**config.mk**
```make
export PLATFORM = sky130hd
export DESIGN_NAME = phase_timer_ctrl
export DESIGN_NICKNAME = d
export VERILOG_FILES = /design/src/rtl/phase_timer_ctrl.sv
export SDC_FILE = /design/constraint.sdc
export NUM_CORES = 1
export LEC_CHECK = 0
export CAP_MARGIN = 15
export CORE_MARGIN = 4
export CORE_UTILIZATION = 45
export CTS_BUF_LIST = sky130_fd_sc_hd__clkbuf_2
export DETAILED_ROUTE_END_ITERATION = 10
export MAX_ROUTING_LAYER = met4
export SETUP_SLACK_MARGIN = 0.3
export SLEW_MARGIN = 15
export SYNTH_ARGS = -nofsm -noshare
export SYNTH_HDL_FRONTEND = slang
export SYNTH_SLANG_ARGS = --single-unit
```
**constraint.sdc**
```tcl
create_clock -name clk -period 5.6 [get_ports clk]
set_clock_uncertainty 0.1 [all_clocks]
set_input_delay 0.56 -clock clk [delete_from_list [all_inputs] [get_ports clk]]
set_output_delay 0.56 -clock clk [all_outputs]
set_load 0.005 [all_outputs]
```
**src/rtl/phase_timer_ctrl.sv**
```systemverilog
// Phase duration timer for a traffic-light FSM: pulses end-of-phase strobes, shortens green on pedestrian demand.
// Strobes are combinational in the cycle the count reaches the phase duration; config writes apply at the next phase entry.
module phase_timer_ctrl #(
    parameter int CW      = 8,
    parameter int RED_DEF = 2,
    parameter int YEL_DEF = 1,
    parameter int GRN_DEF = 4,
    parameter int GRN_MIN = 2
) (
    input  logic          clk,
    input  logic          reset,
    input  logic          en,
    input  logic          r,
    input  logic          y,
    input  logic          g,
    input  logic          cfg_we,
    input  logic [1:0]    cfg_sel,
    input  logic [CW-1:0] cfg_data,
    input  logic          ped_req,
    output logic          cou2,
    output logic          cou1,
    output logic          cou4,
    output logic          ped_ack,
    output logic          cfg_err,
    output logic          err
);

    typedef enum logic [2:0] {PH_NONE, PH_RED, PH_YEL, PH_GRN, PH_ILL} phase_t;
    typedef enum logic [1:0] {IDLE, COUNT, DONE, FAULT} state_t;

    phase_t        phase, prev_phase;
    state_t        state, state_nx;
    logic [CW-1:0] cnt_q, cnt_nx, dur_q, dur_nx;
    logic [CW-1:0] sh_red, sh_yel, sh_grn, sh_cur;
    logic [CW-1:0] cnt_cur, dur_cur, thr;
    logic          pending_q, cfg_err_q, err_q;
    logic          legal, entry, fire, cfg_ok;

    localparam logic [CW-1:0] GRN_MIN_C = CW'(GRN_MIN);

    always_comb begin
        phase = PH_NONE;
        if (en) begin
            case ({r, y, g})
                3'b000:  phase = PH_NONE;
                3'b100:  phase = PH_RED;
                3'b010:  phase = PH_YEL;
                3'b001:  phase = PH_GRN;
                default: phase = PH_ILL;
            endcase
        end
    end

    always_comb begin
        sh_cur = sh_red;
        case (phase)
            PH_YEL:  sh_cur = sh_yel;
            PH_GRN:  sh_cur = sh_grn;
            default: sh_cur = sh_red;
        endcase
    end

    // An entry counts as cycle 1 of the new phase, so a duration of N strobes in its N-th cycle.
    assign legal   = (phase == PH_RED) || (phase == PH_YEL) || (phase == PH_GRN);
    assign entry   = legal && (state != FAULT) && ((phase != prev_phase) || (state == IDLE));
    assign cnt_cur = entry ? CW'(1) : cnt_q;
    assign dur_cur = entry ? sh_cur : dur_q;
    assign thr     = (phase == PH_GRN && pending_q && GRN_MIN_C < dur_cur) ? GRN_MIN_C : dur_cur;
    assign fire    = legal && (state != FAULT) && (entry || state == COUNT) && (cnt_cur == thr);

    // Combinational strobes are gated by reset so nothing leaks out while it is held low.
    assign cou2    = reset && fire && (phase == PH_RED);
    assign cou1    = reset && fire && (phase == PH_YEL);
    assign cou4    = reset && fire && (phase == PH_GRN);
    assign ped_ack = reset && entry && (phase == PH_RED) && pending_q;
    assign cfg_err = cfg_err_q;
    assign err     = err_q;
    assign cfg_ok  = (cfg_sel != 2'd3) && (cfg_data != '0);

    always_comb begin
        state_nx = state;
        cnt_nx   = cnt_q;
        dur_nx   = dur_q;
        if (state == FAULT) begin
            state_nx = FAULT;
        end else if (phase == PH_ILL) begin
            state_nx = FAULT;
        end else if (phase == PH_NONE) begin
            state_nx = IDLE;
            cnt_nx   = '0;
        end else begin
            dur_nx = dur_cur;
            if (fire) begin
                state_nx = DONE;
                cnt_nx   = cnt_cur;
            end else if (entry || state == COUNT) begin
                state_nx = COUNT;
                cnt_nx   = (cnt_cur == '1) ? cnt_cur : cnt_cur + CW'(1);
            end
        end
    end

    always_ff @(posedge clk or negedge reset) begin
        if (!reset) begin
            state      <= IDLE;
            prev_phase <= PH_NONE;
            cnt_q      <= '0;
            dur_q      <= '0;
            pending_q  <= 1'b0;
            cfg_err_q  <= 1'b0;
            err_q      <= 1'b0;
            sh_red     <= CW'(RED_DEF);
            sh_yel     <= CW'(YEL_DEF);
            sh_grn     <= CW'(GRN_DEF);
        end else begin
            state      <= state_nx;
            prev_phase <= phase;
            cnt_q      <= cnt_nx;
            dur_q      <= dur_nx;
            pending_q  <= ped_ack ? ped_req : (pending_q | ped_req);
            cfg_err_q  <= cfg_we && !cfg_ok;
            err_q      <= err_q | (phase == PH_ILL);
            if (cfg_we && cfg_ok) begin
                case (cfg_sel)
                    2'd0:    sh_red <= cfg_data;
                    2'd1:    sh_yel <= cfg_data;
                    default: sh_grn <= cfg_data;
                endcase
            end
        end
    end

endmodule

```
==> results.tsv, run 1 <==
stage	metric	value	unit
route	total number of vias	2401	
cts	maximum number of buffers from clock root to sink	2	
setup_path	Critical Path Sink Type	output pin	
route	initial drt markers	124	
global_routing	largest net degree at the start of global routing	35	
synth	sequential area share after synthesis	0.410	
synth	total nets after synthesis	319	
setup_path	library cell appearing most often on the critical path	sky130_fd_sc_hd__clkdlybuf4s50_1	
flow_run	total of max-cap violations	0	
sta	final worst-path cycle share	0.834	
floorplanning	initial core utilization	0.462	
setup_path	delay of the slowest critical-path stage	0.64	ns
global_routing	antenna violations before repair	0	
final_layout	area overhead of the layout relative to synthesis	11.4	%
power	standby leakage power	0.00127	uW
floorplanning	core region area	6350	um2
sta	Final setup violation count	0	
setup_path	count of buffer and inverter cells on the critical path	3	
global_routing	global-route wire length before repair	11600	um
cts	clock slew at reported path FFs	0.22	ns
final_layout	share of layout cells above drive strength 1	0.178	
cts	number of H-tree levels	2	
placed_design	dpl ws	0.901	ns
synth	number of distinct library cell variants in the gate-level netlist after synthesis	68	
synth	Yosys top cell area share	0.384	
final_layout	ANT cells	0	
sta	endpoints failing hold	0	
setup_path	family with the most delay on the worst path	buffers and inverters	
setup_path	Crit Path Max Fanout	33	
synth	Post-Syn Instances	300	
cts	CTS Sinks	48	
power	P per Cell Area	299	nW/um2
sta	achievable clock frequency	214	MHz
placed_design	post-placement cell area	3220	um2
cts	TritonCTS clock tree	yes	
synth	Primary FF master, synth	sky130_fd_sc_hd__dfrtp_1	
sta	hold_ws	0.403	ns
placed_design	total half-perimeter wirelength after legalization and detailed placement	5090	um
floorplanning	number of placed I/O pins	24	
min_path	min-delay worst type	register to register	
floorplanning	horizontal extent of the die	88.8	um
synth	share of synthesized registers carrying an async set or reset	1.00	
setup_path	Crit path required time	4.94	ns
route	Initial DRT Pass Iterations	4	
synth	number of flops mapped to enable cells by yosys	0	
power	Worst VDD drop	0.000172	V
synth	post-synthesis cell area	2940	um2
synth	biggest area consumer among synthesized cells	sky130_fd_sc_hd__dfrtp_1	
setup_path	arrival time reported for the critical path endpoint	4.01	ns
global_routing	via count of the first global-routing pass	2394	
route	sum of routed wire length over all layers	6820	um
route	average via count per standard cell	6.05	
sta	Worst Slack Setup Final	0.931	ns
synth	Synth top cells by count	sky130_fd_sc_hd__dfrtp_1, sky130_fd_sc_hd__mux2_2, sky130_fd_sc_hd__nor2_1	
cts	total clock buffers created by CTS	5	
setup_path	cell-by-cell trace of the critical path	clkdlybuf4s50_1, buf_4, or4b_1, o32ai_2, a211oi_1, nor3_2, nand4_1, a22oi_4, o2111ai_1, nor2_1, clkdlybuf4s50_1	
sta	transition time of the tightest slew-check pin	0.740	ns
sta	RSZ-0062 raised after global routing	false	
synth	synthesis-stage register bit count	48	
route	antenna-violating nets left	0	
setup_path	start-to-end type of the worst setup path	input pin to output pin	
placed_design	placed insts	388	
route	routed wire length per instance	17.2	um
placed_design	input/output buffers	23	
setup_path	cell type of the slowest stage on the worst timing path	sky130_fd_sc_hd__clkdlybuf4s50_1	
floorplanning	# rows	29	
placed_design	weighted congestion at the end of routability-driven global placement	0.875	
cts	buffer type at the clock tree root	sky130_fd_sc_hd__clkbuf_2	
setup_path	startpoint kind of the worst setup timing path	input pin	
route	drt drc	0	
sta	slew margin rel.	0.494	
sta	sum of negative setup slack	0	ns
cts	setup bufs post-CTS	0	
floorplanning	vertical die dimension	88.8	um
synth	Avg Inst Size Synth	9.78	um2
synth	most frequent cell after synthesis	sky130_fd_sc_hd__dfrtp_1	
global_routing	overall track demand over capacity in global routing	0.195	
cts	clock latency reported for the late side of the worst-skew pair	0.44	ns
outcome	outcome	completed	
cts	number of gates resized after CTS	0	
global_routing	remaining global-route overflow	0	
cts	count of hold-fix buffers inserted at cts	1	
synth	cell types occupying the most area after synthesis	sky130_fd_sc_hd__dfrtp_1, sky130_fd_sc_hd__mux2_2, sky130_fd_sc_hd__nand2b_1	
sta	post-layout minimum cycle time	4.67	ns
final_layout	net count of the finished layout	338	
final_layout	area of all placed cells without fillers	3270	um2
synth	count of synthesis-stage warnings from yosys	0	
sta	Max Slew Vio Count	0	
floorplanning	total die area	7880	um2
final_layout	filler-free cell count of the finished design	397	
sequential cells by signal, indices dropped and copies added (netlist names):
register and flops:
cfg_err 1, cnt_q 8, dur_q 8, err 1, pending_q 1, prev_phase 3, sh_grn 8, sh_red 8
sh_yel 8, state 2
placed cells by master, fill, tap and decap left out, drive strengths merged, types with 4 or more instances in the layout:
master and instances:
nand2 16, nor2 19, a211oi 13, o311a 4, nor3 9, o21ai 16, nand2b 16, a21oi 12
nand4 6, dfrtp 45, nand3 5, mux2 28, nor2b 5, o22ai 7, inv 15, clkbuf 5
clkdlybuf4s50 22, buf 7, nor4 4
cell families (layout without fill, tap and decap cells):
group,Yosys count,in the layout,share of synthesized area
AOI/OAI and AO/OA,86,86,0.227
xor gates and xnor gates,4,4,0.0119
adders and majority gates,2,2,0.00767
buffers and inverters,32,52,0.0469
DFF,48,48,0.410
muxes,29,29,0.111
and+or+nand+nor,99,99,0.185
metal layers:
metal / global-route usage / vias up / wire length, um / share of wire
li1: - / 1170 / - / -
met1: 0.250 / 1172 / 3250 / 0.48
met2: 0.308 / 50 / 3250 / 0.48
met3: 0.0317 / 9 / 227 / 0.033
met4: 0.0728 / 0 / 94 / 0.014
met5: - / - / 0 / 0
final timing paths:
kind / startpoint / endpoint / slack, ns / cells after the start
worst min register to register: err / err / 0.40 / 1
worst min-delay path: err / err / 0.40 / 1
min in group asynchronous: reset / dur_q[6] / 0.42 / 2
max in group asynchronous: reset / sh_red[1] / 4.17 / 3
worst max-delay path: g / cou1 / 0.93 / 11
worst max register to register: prev_phase[1] / cnt_q[2] / 2.12 / 13
stage by stage:
step | utilization | power [uW]
after floorplan | - | 741
after CTS | 0.515 | 986
after global placement | 0.507 | 832
after global routing | 0.515 | 1050
after detailed placement | 0.507 | 837
final | 0.515 | 979
power by group:
part / switching, uW / total, uW / internal (uW)
registers: 84.6 / 513 / 428
clock network: 117 / 147 / 30.5
logic: 161 / 318 / 157
total: 363 / 979 / 616
area by class of cell:
type / instances / area (um2)
Multi-Input combinational cell: 220 / 1590
Tap cell: 77 / 96.3
Inverter: 14 / 52.6
Timing Repair Buffer: 30 / 280
Fill cell: 584 / 3080
Clock buffer: 5 / 25.0
Clock inverter: 3 / 17.5
Sequential cell: 48 / 1200
No activity file was read; power rests on OpenSTA's default activity.
==> run 2: changes to the inputs <==
Clock period 5.6 ns to 4.7 ns, I/O delays scaled along.
==> results.tsv, run 2 (synthesized netlist as in run 1, its figures left out) <==
stage	metric	value	unit	change
floorplanning	initial core utilization	0.462		unchanged
route	average via count per standard cell	6.16		+1.9%
final_layout	filler-free cell count of the finished design	399		+0.50%
floorplanning	total die area	7880	um2	unchanged
route	routed wire length per instance	17.8	um	+3.5%
sta	endpoints failing hold	0		unchanged
cts	maximum number of buffers from clock root to sink	2		unchanged
route	antenna-violating nets left	0		unchanged
placed_design	dpl ws	0.277	ns	-0.624 ns
sta	Max Slew Vio Count	0		unchanged
sta	transition time of the tightest slew-check pin	0.642	ns	-0.0973 ns
global_routing	via count of the first global-routing pass	2470		+3.2%
cts	TritonCTS clock tree	yes		
floorplanning	number of placed I/O pins	24		unchanged
floorplanning	core region area	6350	um2	unchanged
global_routing	remaining global-route overflow	0		unchanged
placed_design	input/output buffers	23		unchanged
setup_path	arrival time reported for the critical path endpoint	3.57	ns	-0.44 ns
final_layout	share of layout cells above drive strength 1	0.196		+0.0175
final_layout	most common cell after layout, fill and taps aside	sky130_fd_sc_hd__dfrtp_1		
global_routing	overall track demand over capacity in global routing	0.204		+0.00978
final_layout	most used cells in the layout excluding fill and tap cells	sky130_fd_sc_hd__dfrtp_1, sky130_fd_sc_hd__mux2_2, sky130_fd_sc_hd__nor2_1, sky130_fd_sc_hd__clkdlybuf4s50_1, sky130_fd_sc_hd__nand2_1		
power	Worst VDD drop	0.000181	V	+5.1%
cts	clock latency reported for the late side of the worst-skew pair	0.44	ns	about the same
final_layout	total of fill cells in the finished design	570		-2.4%
flow_run	total of max-cap violations	0		unchanged
sta	sum of negative setup slack	0	ns	unchanged
floorplanning	vertical die dimension	88.8	um	unchanged
sta	final worst-path cycle share	0.882		
setup_path	startpoint kind of the worst setup timing path	input pin		
setup_path	Crit Path Max Fanout	19		-42%
cts	setup bufs post-CTS	0		unchanged
sta	RSZ-0062 raised after global routing	false		
cts	total clock buffers created by CTS	5		unchanged
sta	achievable clock frequency	241	MHz	
global_routing	antenna violations before repair	0		unchanged
sta	slew margin rel.	0.561		+0.0665
route	total number of vias	2458		+2.4%
setup_path	cells on worst reg2reg path	14		+1
sta	post-layout minimum cycle time	4.14	ns	
setup_path	Critical Path Sink Type	output pin		
placed_design	placed insts	390		+0.52%
cts	buffer type at the clock tree root	sky130_fd_sc_hd__clkbuf_2		
final_layout	net count of the finished layout	340		+0.59%
cts	clock slew at reported path FFs	0.26	ns	+0.04 ns
setup_path	slack of the worst reg-to-reg path	1.26	ns	-0.86 ns
final_layout	area overhead of the layout relative to synthesis	13.9	%	
placed_design	total half-perimeter wirelength after legalization and detailed placement	5130	um	+0.91%
sta	Worst Slack Setup Final	0.557	ns	-0.375 ns
global_routing	largest net degree at the start of global routing	34		-2.9%
setup_path	start-to-end type of the worst setup path	input pin to output pin		
route	drt drc	0		unchanged
route	Initial DRT Pass Iterations	4		unchanged
global_routing	global-route wire length before repair	12200	um	+5.5%
outcome	outcome	completed		
cts	number of H-tree levels	2		unchanged
cts	CTS Sinks	48		unchanged
floorplanning	# rows	29		unchanged
sta	Final setup violation count	0		unchanged
final_layout	ANT cells	0		unchanged
power	P per Cell Area	384	nW/um2	+28%
route	sum of routed wire length over all layers	7090	um	+4.0%
placed_design	weighted congestion at the end of routability-driven global placement	0.900		+2.9%
floorplanning	horizontal extent of the die	88.8	um	unchanged
setup_path	endpoint of the worst register-to-register path	cnt_q[2]		
setup_path	Crit path required time	4.13	ns	-0.81 ns
setup_path	startpoint of the worst register-to-register path	prev_phase[1]		
power	standby leakage power	0.00132	uW	+4.2%
min_path	min-delay worst type	input pin to async pin		
route	initial drt markers	159		+28%
-- run 2: cell count changes in the layout (fill, tap and decap cells not counted), sizes merged --
cell	previous run	this run
dlymetal6s2s	0	2
buf	7	9
clkdlybuf4s15	0	1
inv	15	14
bufinv	0	2
clkbuf	5	6
clkinv	2	0
clkdlybuf4s50	22	19
-- run 2: cell type report --
cell class	instances	area [um2]	share of cell area
Clock buffer	6	30.0	0.00898
Clock inverter	2	60.1	0.0180
Inverter	14	52.6	0.0157
Multi-Input combinational cell	220	1600	0.478
Sequential cell	48	1200	0.360
Tap cell	77	96.3	0.0288
Timing Repair Buffer	32	300	0.0898
-- run 2: worst max-delay path, cell delays in order --
cell                              delay [ns]
sky130_fd_sc_hd__clkdlybuf4s50_1        0.53
sky130_fd_sc_hd__buf_4                  0.25
sky130_fd_sc_hd__or2_2                  0.36
sky130_fd_sc_hd__a211oi_1               0.26
sky130_fd_sc_hd__nor3_1                 0.10
sky130_fd_sc_hd__o21ai_2                0.22
sky130_fd_sc_hd__buf_4                  0.26
sky130_fd_sc_hd__and3_1                 0.25
sky130_fd_sc_hd__o2111ai_1              0.15
sky130_fd_sc_hd__nor2_1                 0.17
sky130_fd_sc_hd__clkdlybuf4s50_1        0.53
-- run 2: what timing repair did --
action                                 in CTS  in global routing
endpoints found under the hold margin      16                  0
setup endpoints to repair                   2                  3
gates resized for setup                     2                  5
hold buffers                                1                  0
-- run 2: through the flow --
| stage | hold WS, ns | cell area, um2 | power, uW | util |
|---|---|---|---|---|
| after CTS | 0.325 | 3330 | 1290 | 0.525 |
| after global placement | 0.319 | 3230 | 994 | 0.509 |
| after detailed placement | 0.321 | 3230 | 1000 | 0.509 |
| after global routing | 0.331 | 3340 | 1370 | 0.527 |
| final | 0.341 | 3340 | 1280 | 0.527 |
| after floorplan | 0.0744 | 2940 | 883 | - |
-- run 2: worst max-delay path by stage --
| stage | slack (ns) | depth (start not counted) | endpoint | from |
|---|---|---|---|---|
| floorplan | 1.56 | 14 | cnt_q[2] | r |
| global placement | 0.37 | 10 | cou1 | g |
| detailed placement | 0.28 | 10 | cou4 | g |
| CTS | 0.43 | 10 | cou1 | r |
| global route | 0.33 | 11 | cou1 | g |
| finish | 0.56 | 11 | cou1 | y |
-- run 2: per-layer routing --
layer,part of all wire,global-route usage,vias up
li1,-,-,1175
met4,0.024,0.0769,0
met3,0.035,0.0289,20
met1,0.47,0.263,1208
met2,0.47,0.326,55
met5,0,-,-
-- run 2: where the power goes --
group	internal (uW)	switching (uW)
combinational	196	192
clock	145	140
sequential	510	100
